<file path="config.mk">
export PLATFORM = sky130hd
export DESIGN_NAME = fetch_queue_ctrl_flat
export DESIGN_NICKNAME = d
export VERILOG_FILES = /design/src/rtl/tomas_pkg.sv /design/src/rtl/fetch_queue_ctrl_if.sv /design/src/rtl/fetch_fifo.sv /design/src/rtl/fetch_queue_ctrl.sv /design/src/flat_wrapper.sv
export SDC_FILE = /design/constraint.sdc
export NUM_CORES = 1
export LEC_CHECK = 0
export CAP_MARGIN = 25
export CORE_MARGIN = 3
export CORE_UTILIZATION = 40
export CTS_BUF_LIST = sky130_fd_sc_hd__clkbuf_16
export CTS_CLUSTER_DIAMETER = 40
export DETAILED_ROUTE_END_ITERATION = 6
export PLACE_DENSITY = 0.6
export SLEW_MARGIN = 20
export SYNTH_ARGS = -nofsm -noshare
export SYNTH_HDL_FRONTEND = slang
export SYNTH_SLANG_ARGS = --single-unit
</file>
<file path="constraint.sdc">
create_clock -name clock -period 2.8 [get_ports clock]
set_input_delay 0.56 -clock clock [delete_from_list [all_inputs] [get_ports clock]]
set_output_delay 0.56 -clock clock [all_outputs]
set_load 0.02 [all_outputs]
</file>
<file path="src/rtl/tomas_pkg.sv">
// Shared types and constants for the tomas fetch path.
// Field layout of instruction words and fetch-queue entries.
package tomas_pkg;

   localparam int INSTR_W = 16;
   localparam int ADDR_W  = 8;
   localparam int OP_HI   = 15;
   localparam int OP_LO   = 12;

   localparam logic [3:0] OP_HALT = 4'b1111;

   typedef struct packed {
      logic [INSTR_W-1:0] instr;
      logic [ADDR_W-1:0]  pc;
   } fq_entry_t;

   function automatic logic [3:0] opcode(
      input logic [INSTR_W-1:0] i
   );
      return i[OP_HI:OP_LO];
   endfunction

endpackage

</file>
<file path="src/rtl/fetch_queue_ctrl_if.sv">
// Issue-side valid/ready bundle between fetch queue and issue stage.
// The fetch queue is the master; the issue stage is the slave.
interface fetch_queue_ctrl_if;
   import tomas_pkg::*;

   logic               valid;
   logic               ready;
   logic [INSTR_W-1:0] instr;
   logic [ADDR_W-1:0]  pc;

   modport master (
      output valid,
      output instr,
      output pc,
      input  ready
   );

   modport slave (
      input  valid,
      input  instr,
      input  pc,
      output ready
   );

endinterface

</file>
<file path="src/rtl/fetch_fifo.sv">
// Synchronous FIFO of {instr,pc} entries with flush.
// Head is shown combinationally and reads as zero when empty.
module fetch_fifo
   import tomas_pkg::*;
#(
   parameter  int DEPTH = 4,
   localparam int PW    = $clog2(DEPTH)
) (
   input  logic      clock,
   input  logic      resetn,
   input  logic      flush,
   input  logic      push,
   input  logic      pop,
   input  fq_entry_t wdata,
   output fq_entry_t rdata,
   output logic [PW:0] count
);

   fq_entry_t     mem [DEPTH];
   logic [PW-1:0] wr_ptr;
   logic [PW-1:0] rd_ptr;

   always_ff @(posedge clock) begin
      if (push && !flush)
         mem[wr_ptr] <= wdata;
   end

   always_ff @(posedge clock or negedge resetn) begin
      if (!resetn) begin
         wr_ptr <= '0;
         rd_ptr <= '0;
         count  <= '0;
      end else if (flush) begin
         wr_ptr <= '0;
         rd_ptr <= '0;
         count  <= '0;
      end else begin
         if (push)
            wr_ptr <= wr_ptr + 1'b1;
         if (pop)
            rd_ptr <= rd_ptr + 1'b1;
         if (push && !pop)
            count <= count + 1'b1;
         else if (!push && pop)
            count <= count - 1'b1;
      end
   end

   assign rdata = (count == '0) ? '0 : mem[rd_ptr];

endmodule

</file>
<file path="src/rtl/fetch_queue_ctrl.sv">
// Instruction fetch controller: sequences a 1-cycle ROM, buffers
// fetched words, handles redirect and stops after a HALT word.
module fetch_queue_ctrl
   import tomas_pkg::*;
#(
   parameter  int               DEPTH      = 4,
   parameter  logic [ADDR_W-1:0] START_ADDR = 8'd0,
   parameter  logic [3:0]       HALT_OP    = OP_HALT,
   localparam int               CW         = $clog2(DEPTH) + 1
) (
   input  logic               clock,
   input  logic               resetn,
   output logic               rom_read,
   output logic [ADDR_W-1:0]  rom_addr,
   input  logic [INSTR_W-1:0] rom_data,
   fetch_queue_ctrl_if.master issue,
   input  logic               redirect_valid,
   input  logic [ADDR_W-1:0]  redirect_addr,
   output logic               halted,
   output logic [CW-1:0]      occupancy
);

   logic [ADDR_W-1:0] pc;
   logic [ADDR_W-1:0] inflight_pc;
   logic              inflight;
   logic              drop_next;
   logic              push;
   logic              pop;
   logic              halt_hit;
   logic [CW:0]       used;
   fq_entry_t         wr_entry;
   fq_entry_t         head;

   // Credit counts the outstanding read so a push can never overflow.
   assign used = {1'b0, occupancy} + {{CW{1'b0}}, inflight};

   assign rom_read = resetn && !halted && !redirect_valid
                  && !drop_next && (used < (CW+1)'(DEPTH));
   assign rom_addr = pc;

   assign push     = inflight && !drop_next && !redirect_valid;
   assign halt_hit = push && (opcode(rom_data) == HALT_OP);
   assign wr_entry = {rom_data, inflight_pc};

   assign issue.valid = (occupancy != '0) && !redirect_valid;
   assign pop         = issue.valid && issue.ready;
   assign issue.instr = head.instr;
   assign issue.pc    = head.pc;

   fetch_fifo #(.DEPTH(DEPTH)) u_fifo (
      .clock  (clock),
      .resetn (resetn),
      .flush  (redirect_valid),
      .push   (push),
      .pop    (pop),
      .wdata  (wr_entry),
      .rdata  (head),
      .count  (occupancy)
   );

   always_ff @(posedge clock or negedge resetn) begin
      if (!resetn) begin
         pc          <= START_ADDR;
         inflight_pc <= '0;
         inflight    <= 1'b0;
         drop_next   <= 1'b0;
         halted      <= 1'b0;
      end else if (redirect_valid) begin
         pc        <= redirect_addr;
         inflight  <= 1'b0;
         drop_next <= 1'b0;
         halted    <= 1'b0;
      end else begin
         inflight  <= rom_read;
         // The read racing the HALT word is discarded on return.
         drop_next <= halt_hit && rom_read;
         if (rom_read) begin
            pc          <= pc + 1'b1;
            inflight_pc <= pc;
         end
         if (halt_hit)
            halted <= 1'b1;
      end
   end

endmodule

</file>
<file path="src/flat_wrapper.sv">
// flat-port wrapper written by rule: the top's interface ports become plain ports
module fetch_queue_ctrl_flat import tomas_pkg::*;
#(
   parameter  int               DEPTH      = 4,
   parameter  logic [ADDR_W-1:0] START_ADDR = 8'd0,
   parameter  logic [3:0]       HALT_OP    = OP_HALT,
   localparam int               CW         = $clog2(DEPTH) + 1
)
  (clock, resetn, rom_read, rom_addr, rom_data, redirect_valid, redirect_addr, halted, occupancy, issue_valid, issue_instr, issue_pc, issue_ready);
  fetch_queue_ctrl_if issue_i ();
  input  logic clock;
  input  logic resetn;
  output logic rom_read;
  output logic [ADDR_W-1:0] rom_addr;
  input  logic [INSTR_W-1:0] rom_data;
  input  logic redirect_valid;
  input  logic [ADDR_W-1:0] redirect_addr;
  output logic halted;
  output logic [CW-1:0] occupancy;
  output wire logic [$bits(issue_i.valid)-1:0] issue_valid;
  output wire logic [$bits(issue_i.instr)-1:0] issue_instr;
  output wire logic [$bits(issue_i.pc)-1:0] issue_pc;
  input wire logic [$bits(issue_i.ready)-1:0] issue_ready;
  assign issue_valid = issue_i.valid;
  assign issue_instr = issue_i.instr;
  assign issue_pc = issue_i.pc;
  assign issue_i.ready = issue_ready;
  fetch_queue_ctrl #(.DEPTH(DEPTH), .START_ADDR(START_ADDR), .HALT_OP(HALT_OP)) u_core (.clock(clock), .resetn(resetn), .rom_read(rom_read), .rom_addr(rom_addr), .rom_data(rom_data), .issue(issue_i), .redirect_valid(redirect_valid), .redirect_addr(redirect_addr), .halted(halted), .occupancy(occupancy));
endmodule
</file>
Yosys cells after proc, flatten, opt, wreduce, memory -nomap -nowiden
Memory sizes are Yosys's and may differ from the RTL's.
Cells that the tools add are included.

word-level totals
  register bits = 26
  memory bits (writable) = 96
  word-level logic and storage cells = 60
  memories = 1

cells by class
  add/subtract/negate cells = 6
  order comparisons = 1
  eq/ne operators = 1
  multiplexer cells = 16
  bitwise operators = 1
  reduce and logical (&&, ||, !) cells = 26

memory list
  memory             depth  bits a word  read ports  clocked after Yosys merged registers in  write ports  line              source
  u_core.u_fifo.mem  4      24           1           0                                        1            fetch_fifo.sv:19  fq_entry_t mem [DEPTH];

operators with widths
  kind                                                                   count
  24-bit 2-to-1 mux                                                      1
  8-bit 2-to-1 mux                                                       2
  1-bit logical AND                                                      13
  3-bit 2-to-1 mux                                                       3
  8-bit by 1-bit adder with 8-bit output (second input constant)         1
  2-bit 2-to-1 mux                                                       4
  2-bit nonzero test                                                     4
  1-bit 2-to-1 mux                                                       6
  3-bit nonzero test                                                     2
  1-bit logical NOT                                                      5
  2-bit by 1-bit adder with 2-bit output (second input constant)         2
  3-bit by 1-bit adder with 4-bit output                                 1
  4-bit == test (second input constant)                                  1
  4-bit by 3-bit < comparator with 1-bit output (second input constant)  1
  3-bit by 1-bit adder with 3-bit output (second input constant)         1
  3-bit logical NOT                                                      1
  3-bit by 1-bit subtractor with 3-bit output (second input constant)    1
  2-bit AND reduction                                                    1
  1-bit inverter                                                         1

Depth between registers and ports, before layout
Gate-level depths: netlist of run 1.

  depth in word-level cells = 8
  depth in mapped cells = 7
  gate-level depth less buffers = 6

Hierarchy
From an unflattened synthesis of run 1, not the netlist that was laid out.

second synthesis, totals
  cells, all modules = 291
  area total of the unflattened synthesis = 5048.6 µm²

by module, submodules not included
  module            times used  cells an instance  area each (µm²)  sequential area each (µm²)
  fetch_fifo        1           195                4098.9           3057.9
  fetch_queue_ctrl  1           96                 949.7            475.5

Worst setup path before layout of run 1
No wires, ideal clock.

  kind = input-to-reg
  from = in redirect_valid
  to = reg u_core.u_fifo.count[2]
  data arrival time = 2.233 ns
  data required time = 2.657 ns
  path slack = 0.424 ns
  stages on the path = 7
  path buffers = 2
  path through = buf_4 clkbuf_1 nor3_1 fa_1 or4b_2 o21ai_0 a221oi_1

on the way
  cells in the longest elaborated chain, start to end = 7
  elaborated cells between the ends (all ways) = 11

RTL lines
  what                  line                                            source
  from (decl)           flat_wrapper.sv:16                              input logic redirect_valid;
  1-bit logical NOT     fetch_queue_ctrl.sv:41, fetch_queue_ctrl.sv:45
  1-bit logical AND     fetch_queue_ctrl.sv:45                          assign issue.valid = (occupancy != '0) && !redirect_valid;
  1-bit logical AND     fetch_queue_ctrl.sv:46                          assign pop = issue.valid && issue.ready;
  1-bit logical NOT     fetch_fifo.sv:42                                if (push && !pop)
  1-bit logical AND     fetch_fifo.sv:42
  3-bit 2-to-1 mux      fetch_fifo.sv:42
  3-bit 2-to-1 mux      fetch_fifo.sv:33                                end else if (flush) begin
  to (signal assigned)  fetch_fifo.sv:43                                count <= count + 1'b1;
  to (signal assigned)  fetch_fifo.sv:45                                count <= count - 1'b1;
  to (decl)             fetch_fifo.sv:16                                output logic [PW:0] count

Several ways; a longest one is shown, not always the timed one.
A chain may end at the register's enable or synchronous reset.

Final worst setup path of run 1
  from = reg u_core.u_fifo.rd_ptr[0]
  to = out issue_pc[7]

on the way
  cells in the longest elaborated chain, start to end = 2

RTL lines
  what                    line                source
  from (decl)             fetch_fifo.sv:21    logic [PW-1:0] rd_ptr;
  from (signal assigned)  fetch_fifo.sv:41    rd_ptr <= rd_ptr + 1'b1;
  memory read 4 x 24 bit  --
  24-bit 2-to-1 mux       fetch_fifo.sv:49    assign rdata = (count == '0) ? '0 : mem[rd_ptr];
  to (decl)               flat_wrapper.sv:22  output wire logic [$bits(issue_i.pc)-1:0] issue_pc;

No other way between the ends.

==> metrics.txt, run 1 <==
fmax=approximately 370 MHz; Vias/cell=5.14; ys async rst share=about a fifth; Clock power frac=approximately a third; Vias=roughly 2900; Post-DRT Antenna Nets=0; number of global-route vias before repair=a little over 3000; routed wire length=10100 um; Net Sw Frac=28.9%; final worst-path cycle share=between 90 and 100%; overall global routing resource usage=about 15%; final RePlAce weighted congestion=about 0.9; CP Launch Type=flop; Post-CTS Hold Buffers=0; status=finished, final reports clean; Comb power frac=between 20 and 30%; YS warnings=0; crit path cell chain=buf_12 -> mux4_2 -> nor2b_1 -> clkdlybuf4s50_1; R2R Setup Slk=560 ps; most common cell after layout, fill and taps aside=edfxtp_1; Initial Util=between 40% and 50%; ANT cells=0; fill count=1019; critical path class=flop to output pin; Power Total=between 0.006 and 0.007 W; DRT iter0 DRCs=about 290; Worst setup startpoint=u_core.u_fifo.rd_ptr[0]; DRC viols=0; Die Width=118 um; wire per inst=roughly 18 um; ranking of synthesized cells by area=edfxtp_1, dfrtp_1, mux4_2, nor2b_1, mux2_2; post-synthesis cell count=a little under 300; final setup fails=0; largest net degree at the start of global routing=27; CP max FO=8; number of max-cap violations=0; sequential area share after synthesis=a little over two thirds; Syn Area/Cell=between 15 and 20 sq um; CP required=approximately 2200 ps; drt pass-1 iters=4; initial antenna violation count=0; RSZ-0062 raised after global routing=false; max incr delay on CP=530 ps; share of cells above drive strength 1=a little under a quarter; Slew headroom=between 50 and 60%; clk buf depth=2; largest area contributor in the netlist=edfxtp_1; first-pass GRT wire length=around 16000 um; crit path time final=2720 ps; clk slew on worst S/H paths=~50 ps; Storage cell area=around 3500 sq um; mapped cell area=around 5000 sq um; Core ar.=12200 sq um; Slew Viols, Final=0; aggregate global routing overflow=0; PwrDens=929 nW/um^2; I/O Buffers=65; die height=about 120 um; H-tree Lvls=4; P&R area growth vs syn=31.6%; P_sw=0.00178 W; worst path arrival time=roughly 2200 ps; clk_lat worst skew=approximately 390 ps; clk root buf=clkbuf_16; Post-synth EDFFs=between 90 and 100; final setup TNS=0 ps; Slew @ Worst Pin=slightly below 700 ps; Leakage=between 2 and 2.5 nW; CTS tree=built; top_reg_cell synth=edfxtp_1; syn_nets=~330; reg-to-reg startpoint=u_core.drop_next; Worst Skew=between 5 and 6 ps; Worst Setup End Kind=output pin; Synth top area share=57.2%; Slowest cell on crit path=clkdlybuf4s50_1; total CTS buffers=17; commonest non-fill, non-tap cells in the layout=edfxtp_1, clkdlybuf4s50_1, nor2b_1; FF-to-FF path depth=6; VDD IR max=0.000476 V; Yosys reg bits=roughly 120; detailed-placement wirelength estimate=6280 um; internal power=0.00438 W; sequential power share=about two fifths; I/O pin cnt=66; capture point of the worst path=issue_pc[7]; final net count=between 400 and 500; area of the multi-input gates=1430 sq um; Min-Delay Path Class=flop to flop; number of distinct library cells after synthesis=41; Final Hold Fails=0; die area=14000 sq um; Clock Sinks=roughly 120; Worst R2R End=u_core.u_fifo.count[2]; Rows=40
[area by class of cell]
| type | count | share of cell area [%] |
|---|---|---|
| clock buffers | 17 | 6.41 |
| inverters | 8 | 0.453 |
| repair buffers | 86 | 13.5 |
| multi-input cells | 149 | 21.5 |
| flip-flops and latches | 122 | 53.3 |
| well taps | 168 | 3.17 |
| clock inverters | 13 | 1.73 |
[how the worst min path moves through the flow]
stage                                   end  slack, ps                   from  depth (start not counted)
global placement    u_core.u_fifo.mem[3][1]        490  u_core.inflight_pc[1]                          0
CTS                 u_core.u_fifo.mem[0][1]        510  u_core.inflight_pc[1]                          0
global route        u_core.u_fifo.mem[3][1]        540  u_core.inflight_pc[1]                          0
finish              u_core.u_fifo.mem[0][1]        510  u_core.inflight_pc[1]                          0
detailed placement  u_core.u_fifo.mem[3][1]        500  u_core.inflight_pc[1]                          0
floorplan                  u_core.drop_next        260                 resetn                          0
[critical path, delay by kind of cell, from the launching register on]
family / cells / cell delay [ps]
muxes: 1 / 480
and+or+nand+nor: 1 / 140
buffers and inverters: 2 / 700
DFF: 1 / 440
[synth_stat cells, types with 3 or more instances]
cell type	count
nand3_1	7
nand4_1	3
o311ai_0	4
o21ai_0	3
nand2_1	10
edfxtp_1	96
or2_2	3
a31oi_1	4
buf_2	4
xnor2_1	3
ha_1	5
clkbuf_1	9
and3_1	5
nor2b_1	28
or4_1	3
nor2_1	14
mux2_2	10
inv_1	8
mux4_2	24
dfrtp_1	26
[per-stage QoR]
stage / utilization [%] / cells / setup slack (ps) / hold WS [ps] / area [sq um]
5_1_grt: 54.6 / 563 / 6.73 / 545 / 6640
2_1_floorplan: - / 294 / 424 / 264 / 5040
3_3_place_gp: 49.9 / 531 / 19.2 / 488 / 6070
4_1_cts: 54.3 / 563 / 7.31 / 510 / 6600
6_report: 54.6 / 563 / 83.6 / 506 / 6640
3_5_place_dp: 49.9 / 531 / 33.5 / 501 / 6070
[state kept, by name (all words and copies together) (netlist names)]
name / count
u_core.drop_next: 1
u_core.u_fifo.mem: 96
u_core.rom_addr: 8
u_core.inflight_pc: 8
u_core.inflight: 1
u_core.u_fifo.wr_ptr: 2
u_core.u_fifo.count: 3
u_core.halted: 1
u_core.u_fifo.rd_ptr: 2
[cell families (layout without fill, tap and decap cells)]
family,after synthesis,after routing,share of synthesized area (%)
xor+xnor,4,4,0.695
mux,34,34,13.0
buf+inv,23,124,2.04
compound gates,22,22,3.33
flops,122,122,70.1
fa+ha+maj,6,6,1.64
simple gates,83,83,9.26
[power by group through the flow]
| stage | clock network (W) | registers [W] | logic (W) |
|---|---|---|---|
| final | 0.00197 | 0.00235 | 0.00184 |
| after global routing | 0.00211 | 0.00238 | 0.00200 |
| after CTS | 0.00202 | 0.00234 | 0.00190 |
| after detailed placement | 0 | 0.00238 | 0.00195 |
| after global placement | 0 | 0.00237 | 0.00193 |
| after floorplan | 0 | 0.00234 | 0.00110 |
[routing by layer]
layer	GRT usage (%)	vias to the layer above	routed length, um
met5	0	-	0
li1	-	1329	-
met1	19.8	1476	4500
met4	5.64	0	72
met3	4.69	6	463
met2	25.0	83	5020
[repair_timing]
action / CTS / global route
resized for setup: 15 / 9
gates cloned: 0 / 0
hold endpoints to repair: 0 / 0
buffers inserted: 2 / 0
setup endpoints to repair: 22 / 8
No activity file was read; power rests on OpenSTA's default activity.
==> run 2, diff against run 1 <==
--- a/config.mk
+++ b/config.mk
@@ -8,9 +8,10 @@
 export CAP_MARGIN = 25
 export CORE_MARGIN = 3
 export CORE_UTILIZATION = 40
-export CTS_BUF_LIST = sky130_fd_sc_hd__clkbuf_16
+export CTS_BUF_LIST = sky130_fd_sc_hd__clkbuf_8
 export CTS_CLUSTER_DIAMETER = 40
 export DETAILED_ROUTE_END_ITERATION = 6
+export GPL_ROUTABILITY_DRIVEN = 0
 export PLACE_DENSITY = 0.6
 export SLEW_MARGIN = 20
 export SYNTH_ARGS = -nofsm -noshare
==> constraint.sdc (replaced) <==
create_clock -name clock -period 2.51 [get_ports clock]
set_input_delay 0.502 -clock clock [delete_from_list [all_inputs] [get_ports clock]]
set_output_delay 0.502 -clock clock [all_outputs]
set_load 0.02 [all_outputs]
==> run 2 against run 1 <==
Effect of this change: clock skew grew 2.4 ps; setup slack lost 29 ps; register-to-register slack lost 250 ps; sequential power grew 11%; highest routed layer unchanged; flip-flop and latch count is the same; largest power group unchanged; total power grew 5.9%; clock-buffer cell count is the same; non-clock buffer count grew 6; combinational power grew 14%.
==> metrics.txt, run 2 (synthesis gave the netlist of run 1 again) <==
detailed-placement wirelength estimate=about 6300 um; die height=118 um; DRC viols=0; CTS tree=built; final std cells w/o fill=~570; internal power=between 0.004 and 0.005 W; Worst Setup End Kind=output pin; final worst-path cycle share=between 90 and 100%; initial antenna violation count=0; worst path arrival time=around 2000 ps; most common cell after layout, fill and taps aside=edfxtp_1; Slew @ Worst Pin=588 ps; Vias/cell=about 5; share of cells above drive strength 1=between 20 and 30%; number of max-cap violations=0; Final Hold Fails=0; critical path class=flop to output pin; Leakage=between 2 and 2.5 nW; routed wire length=10000 um; H-tree Lvls=4; clk_lat worst skew=about 410 ps; PwrDens=about 1000 nW/um^2; fmax=407 MHz; DRT iter0 DRCs=roughly 140; sequential power share=39.9%; final net count=424; Placed Cells=between 500 and 600; clk slew on worst S/H paths=70 ps; hold slack final=between 500 and 600 ps; CP max FO=6; I/O pin cnt=66; Reg with most FFs=u_core.u_fifo.mem; max reg flops=96; aggregate global routing overflow=0; total CTS buffers=17; Initial Util=41.5%; Slew Viols, Final=0; wire per inst=~18 um; clk root buf=clkbuf_8; clk buf depth=2; DP Area=6080 sq um; Net Sw Frac=roughly 30%; crit path time final=about 2500 ps; die area=between 10000 and 15000 sq um; fin area=6470 sq um; overall global routing resource usage=15.1%; Clock power frac=about 28%; largest net degree at the start of global routing=27; Power Total=0.00653 W; first-pass GRT wire length=between 15000 and 20000 um; Comb power frac=about a third; Rows=40; Min-Delay Path Class=flop to flop; fill count=1009; status=finished, final reports clean; I/O Buffers=65; CP Launch Type=flop; drt pass-1 iters=4; Clock Sinks=122; number of global-route vias before repair=3049; RSZ-0062 raised after global routing=true; P&R area growth vs syn=28.4%; Post-DRT Antenna Nets=0; CP required=2010 ps; ANT cells=0; commonest non-fill, non-tap cells in the layout=edfxtp_1, clkdlybuf4s50_1, nor2b_1; Core ar.=12200 sq um; Slew headroom=around three fifths; final setup TNS=0 ps; P_sw=0.00191 W; Die Width=118 um; Worst Skew=8.09 ps; R2R Setup Slk=between 300 and 400 ps; Vias=between 2000 and 3000; final setup fails=0; VDD IR max=approximately 0.00060 V
==> run 2: final timing paths <==
check,startpoint,to,cells past startpoint
max reg2reg,u_core.u_fifo.count[2],u_core.u_fifo.count[2],7
min reg2reg,u_core.inflight_pc[7],u_core.u_fifo.mem[2][7],0
min,u_core.inflight_pc[7],u_core.u_fifo.mem[2][7],0
max in group asynchronous,resetn,u_core.u_fifo.rd_ptr[0],3
min in group asynchronous,resetn,u_core.inflight_pc[0],3
max,u_core.u_fifo.rd_ptr[0],issue_pc[3],5
==> run 2: worst max-delay path: stages (launching register included) <==
cell and delay (ps):
dfrtp_2 430, buf_4 170, clkbuf_16 160, mux4_2 480, nor2b_1 150, buf_2 160
==> run 2: final cells by class <==
| type | instances | area, sq um | share of cell area (%) |
|---|---|---|---|
| flip-flops and latches | 122 | 3530 | 54.6 |
| multi-input cells | 149 | 1420 | 21.9 |
| repair buffers | 92 | 863 | 13.3 |
| clock buffers | 17 | 234 | 3.61 |
| well taps | 168 | 210 | 3.25 |
| clock inverters | 13 | 185 | 2.86 |
| inverters | 8 | 30.0 | 0.464 |
==> run 2: per-stage QoR <==
step	worst slack, ps	util [%]
after floorplan	192	-
after global placement	-154	50.0
after detailed placement	-157	50.0
after CTS	13.0	53.2
after global routing	-45.3	53.2
final	54.8	53.2
==> run 2: metal layers <==
layer,up-vias,global-route usage (%),share of wire [%]
met4,0,4.03,0.65
met2,85,24.3,49
met3,5,4.93,5.1
li1,1341,-,-
met5,-,0,0
met1,1490,19.7,45
==> run 2: power by group through the flow <==
stage | Clock, W | Combinational, W | Sequential (W)
after CTS | 0.00187 | 0.00211 | 0.00260
after global placement | 0 | 0.00217 | 0.00265
after global routing | 0.00198 | 0.00226 | 0.00263
after detailed placement | 0 | 0.00219 | 0.00266
after floorplan | 0 | 0.00122 | 0.00261
final | 0.00183 | 0.00210 | 0.00261
==> run 2: timing repair <==
action                                  4_1_cts  5_1_grt
gates resized for setup                      82        4
endpoints found under the setup margin       26       19
cloned                                        0        1
hold buffers                                  0        0
setup buffers                                 5        0
pin swaps                                     1        0
==> run 3, diff against run 2 <==
--- a/config.mk
+++ b/config.mk
@@ -6,7 +6,7 @@
 export NUM_CORES = 1
 export LEC_CHECK = 0
 export CAP_MARGIN = 25
-export CORE_MARGIN = 3
+export CORE_MARGIN = 2
 export CORE_UTILIZATION = 40
 export CTS_BUF_LIST = sky130_fd_sc_hd__clkbuf_8
 export CTS_CLUSTER_DIAMETER = 40
==> run 3 against run 2 <==
Effect of this change: non-clock buffer count is 1 lower; total power is 2.3% lower; sequential power hardly changed; global-route usage is 1.2 points higher; clock power is 16% lower; critical path depth is 1 higher; critical endpoint is now issue_instr[7]; sequential share of layout area is 0.11 points higher.
==> metrics.txt, run 3 (synthesis gave the netlist of run 1 again) <==
max reg flops=between 90 and 100; clk buf depth=2; H-tree Lvls=4; Hold Path Origin=u_core.inflight_pc[2]; Post-DRT Antenna Nets=0; clk_lat worst skew=between 400 and 500 ps; VDD IR max=around 0.00055 V; P_sw=roughly 0.0020 W; crit path cell chain=buf_6 -> buf_16 -> buf_12 -> mux4_2 -> nor2b_1 -> buf_2; Worst R2R End=u_core.u_fifo.count[2]; area of the multi-input gates=1430 sq um; DRC viols=0; reg-to-reg startpoint=u_core.drop_next; status=finished, final reports clean; largest net degree at the start of global routing=27; hold path cells=0; I/O pin cnt=66; final net count=between 400 and 500; Slew headroom=about three fifths; DRT iter0 DRCs=around 130; final std cells w/o fill=between 500 and 600; Clock Sinks=roughly 120; Reg with most FFs=u_core.u_fifo.mem; drt pass-1 iters=4; Leakage=about 2.3 nW; hold path endpoint=u_core.u_fifo.mem[2][2]; overall global routing resource usage=roughly 16%; number of global-route vias before repair=slightly above 3000; Storage cell area=about 3500 sq um; clk slew on worst S/H paths=60 ps; detailed-placement wirelength estimate=slightly above 6000 um; final worst-path cycle share=98.0%; fill count=~1000; number of max-cap violations=0; wire per inst=about 17 um; Slew @ Worst Pin=around 610 ps; routed wire length=between 9000 and 10000 um; Die Width=~120 um; CTS tree=built; Rows=41; max incr delay on CP=approximately 480 ps; R2R Setup Slk=around 330 ps; FF-to-FF path depth=6; Slowest cell on crit path=mux4_2; RSZ-0062 raised after global routing=true; Comb power frac=between 30% and 40%; total CTS buffers=17; final setup fails=0; Placed Cells=~540; Clock power frac=between 20% and 30%; I/O Buffers=65; Initial Util=between 40% and 50%; CP required=between 2000 and 2500 ps; worst path arrival time=1960 ps; Net Sw Frac=30.7%; commonest non-fill, non-tap cells in the layout=edfxtp_1, clkdlybuf4s50_1, nor2b_1; fmax=between 400 and 500 MHz; aggregate global routing overflow=0; Slew Viols, Final=0; CP Launch Type=flop; most common cell after layout, fill and taps aside=edfxtp_1; Vias/cell=between 5 and 6; die height=roughly 120 um; Core ar.=between 10000 and 15000 sq um; Min-Delay Path Class=flop to flop; CP max FO=7; share of cells above drive strength 1=between 20% and 30%; PwrDens=between 900 and 1000 nW/um^2; clk root buf=clkbuf_8; utilization after layout=between 50% and 60%; internal power=~0.0044 W; Final Hold Fails=0; Worst Skew=6.18 ps; ANT cells=0; Vias=between 2000 and 3000; die area=13500 sq um; final setup TNS=0 ps; Worst Setup End Kind=output pin; initial antenna violation count=0; first-pass GRT wire length=about 16000 um; crit path time final=2460 ps; sequential power share=about two fifths; P&R area growth vs syn=28.2%; critical path class=flop to output pin
## run 3: layout make-up
| type | instances | area share (%) |
|---|---|---|
| Clock buffer | 17 | 3.62 |
| Tap cell | 172 | 3.33 |
| Clock inverter | 12 | 1.72 |
| Sequential cell | 122 | 54.7 |
| Timing Repair Buffer | 91 | 14.0 |
| Inverter | 8 | 0.465 |
| Multi-Input combinational cell | 149 | 22.1 |
## run 3: critical path: cells and delay by family, from the launching register on
family / cells / cell delay, ps
buf+inv: 4 / 520
mux: 1 / 480
flops: 1 / 400
simple gates: 1 / 140
## run 3: how the worst max path moves through the flow
stage                                  startpoint                      to  slack, ps  cells past startpoint
after floorplan                    redirect_valid  u_core.u_fifo.count[2]        190                      7
after global routing      u_core.u_fifo.rd_ptr[0]          issue_instr[9]        -40                      6
final                     u_core.u_fifo.rd_ptr[0]          issue_instr[7]         50                      6
after global placement                     resetn                rom_read       -160                      5
after CTS                 u_core.u_fifo.rd_ptr[0]         issue_instr[13]        -60                      6
after detailed placement                   resetn                rom_read       -150                      5
## run 3: power by group through the flow
| stage | logic (W) | clock network (W) | registers, W |
|---|---|---|---|
| global placement | 0.00217 | 0 | 0.00262 |
| global route | 0.00242 | 0.00166 | 0.00263 |
| CTS | 0.00223 | 0.00157 | 0.00260 |
| finish | 0.00224 | 0.00154 | 0.00260 |
| floorplan | 0.00122 | 0 | 0.00261 |
| detailed placement | 0.00218 | 0 | 0.00263 |
## run 3: what timing repair did
| item | CTS | global route |
|---|---|---|
| buffers inserted | 2 | 1 |
| hold buffers | 0 | 0 |
| endpoints found under the setup margin | 26 | 14 |
| gates resized for setup | 69 | 24 |
| pin swaps | 1 | 0 |
| cloned | 2 | 0 |
## run 3: layer usage
layer / global-route usage [%] / share of wire (%) / vias up
li1: - / - / 1336
met2: 26.6 / 50 / 77
met4: 7.38 / 1.2 / 0
met1: 20.6 / 44 / 1457
met3: 4.31 / 4.3 / 14
met5: 0 / 0 / -
## run 3: metrics by stage
| step | cell area [sq um] | total power [W] | worst slack (ps) | hold slack, ps |
|---|---|---|---|---|
| 2_1_floorplan | 5040 | 0.00384 | 192 | 206 |
| 3_3_place_gp | 6090 | 0.00479 | -161 | 489 |
| 3_5_place_dp | 6090 | 0.00481 | -150 | 505 |
| 4_1_cts | 6450 | 0.00640 | -56.0 | 519 |
| 5_1_grt | 6460 | 0.00671 | -42.7 | 537 |
| 6_report | 6460 | 0.00637 | 51.1 | 516 |
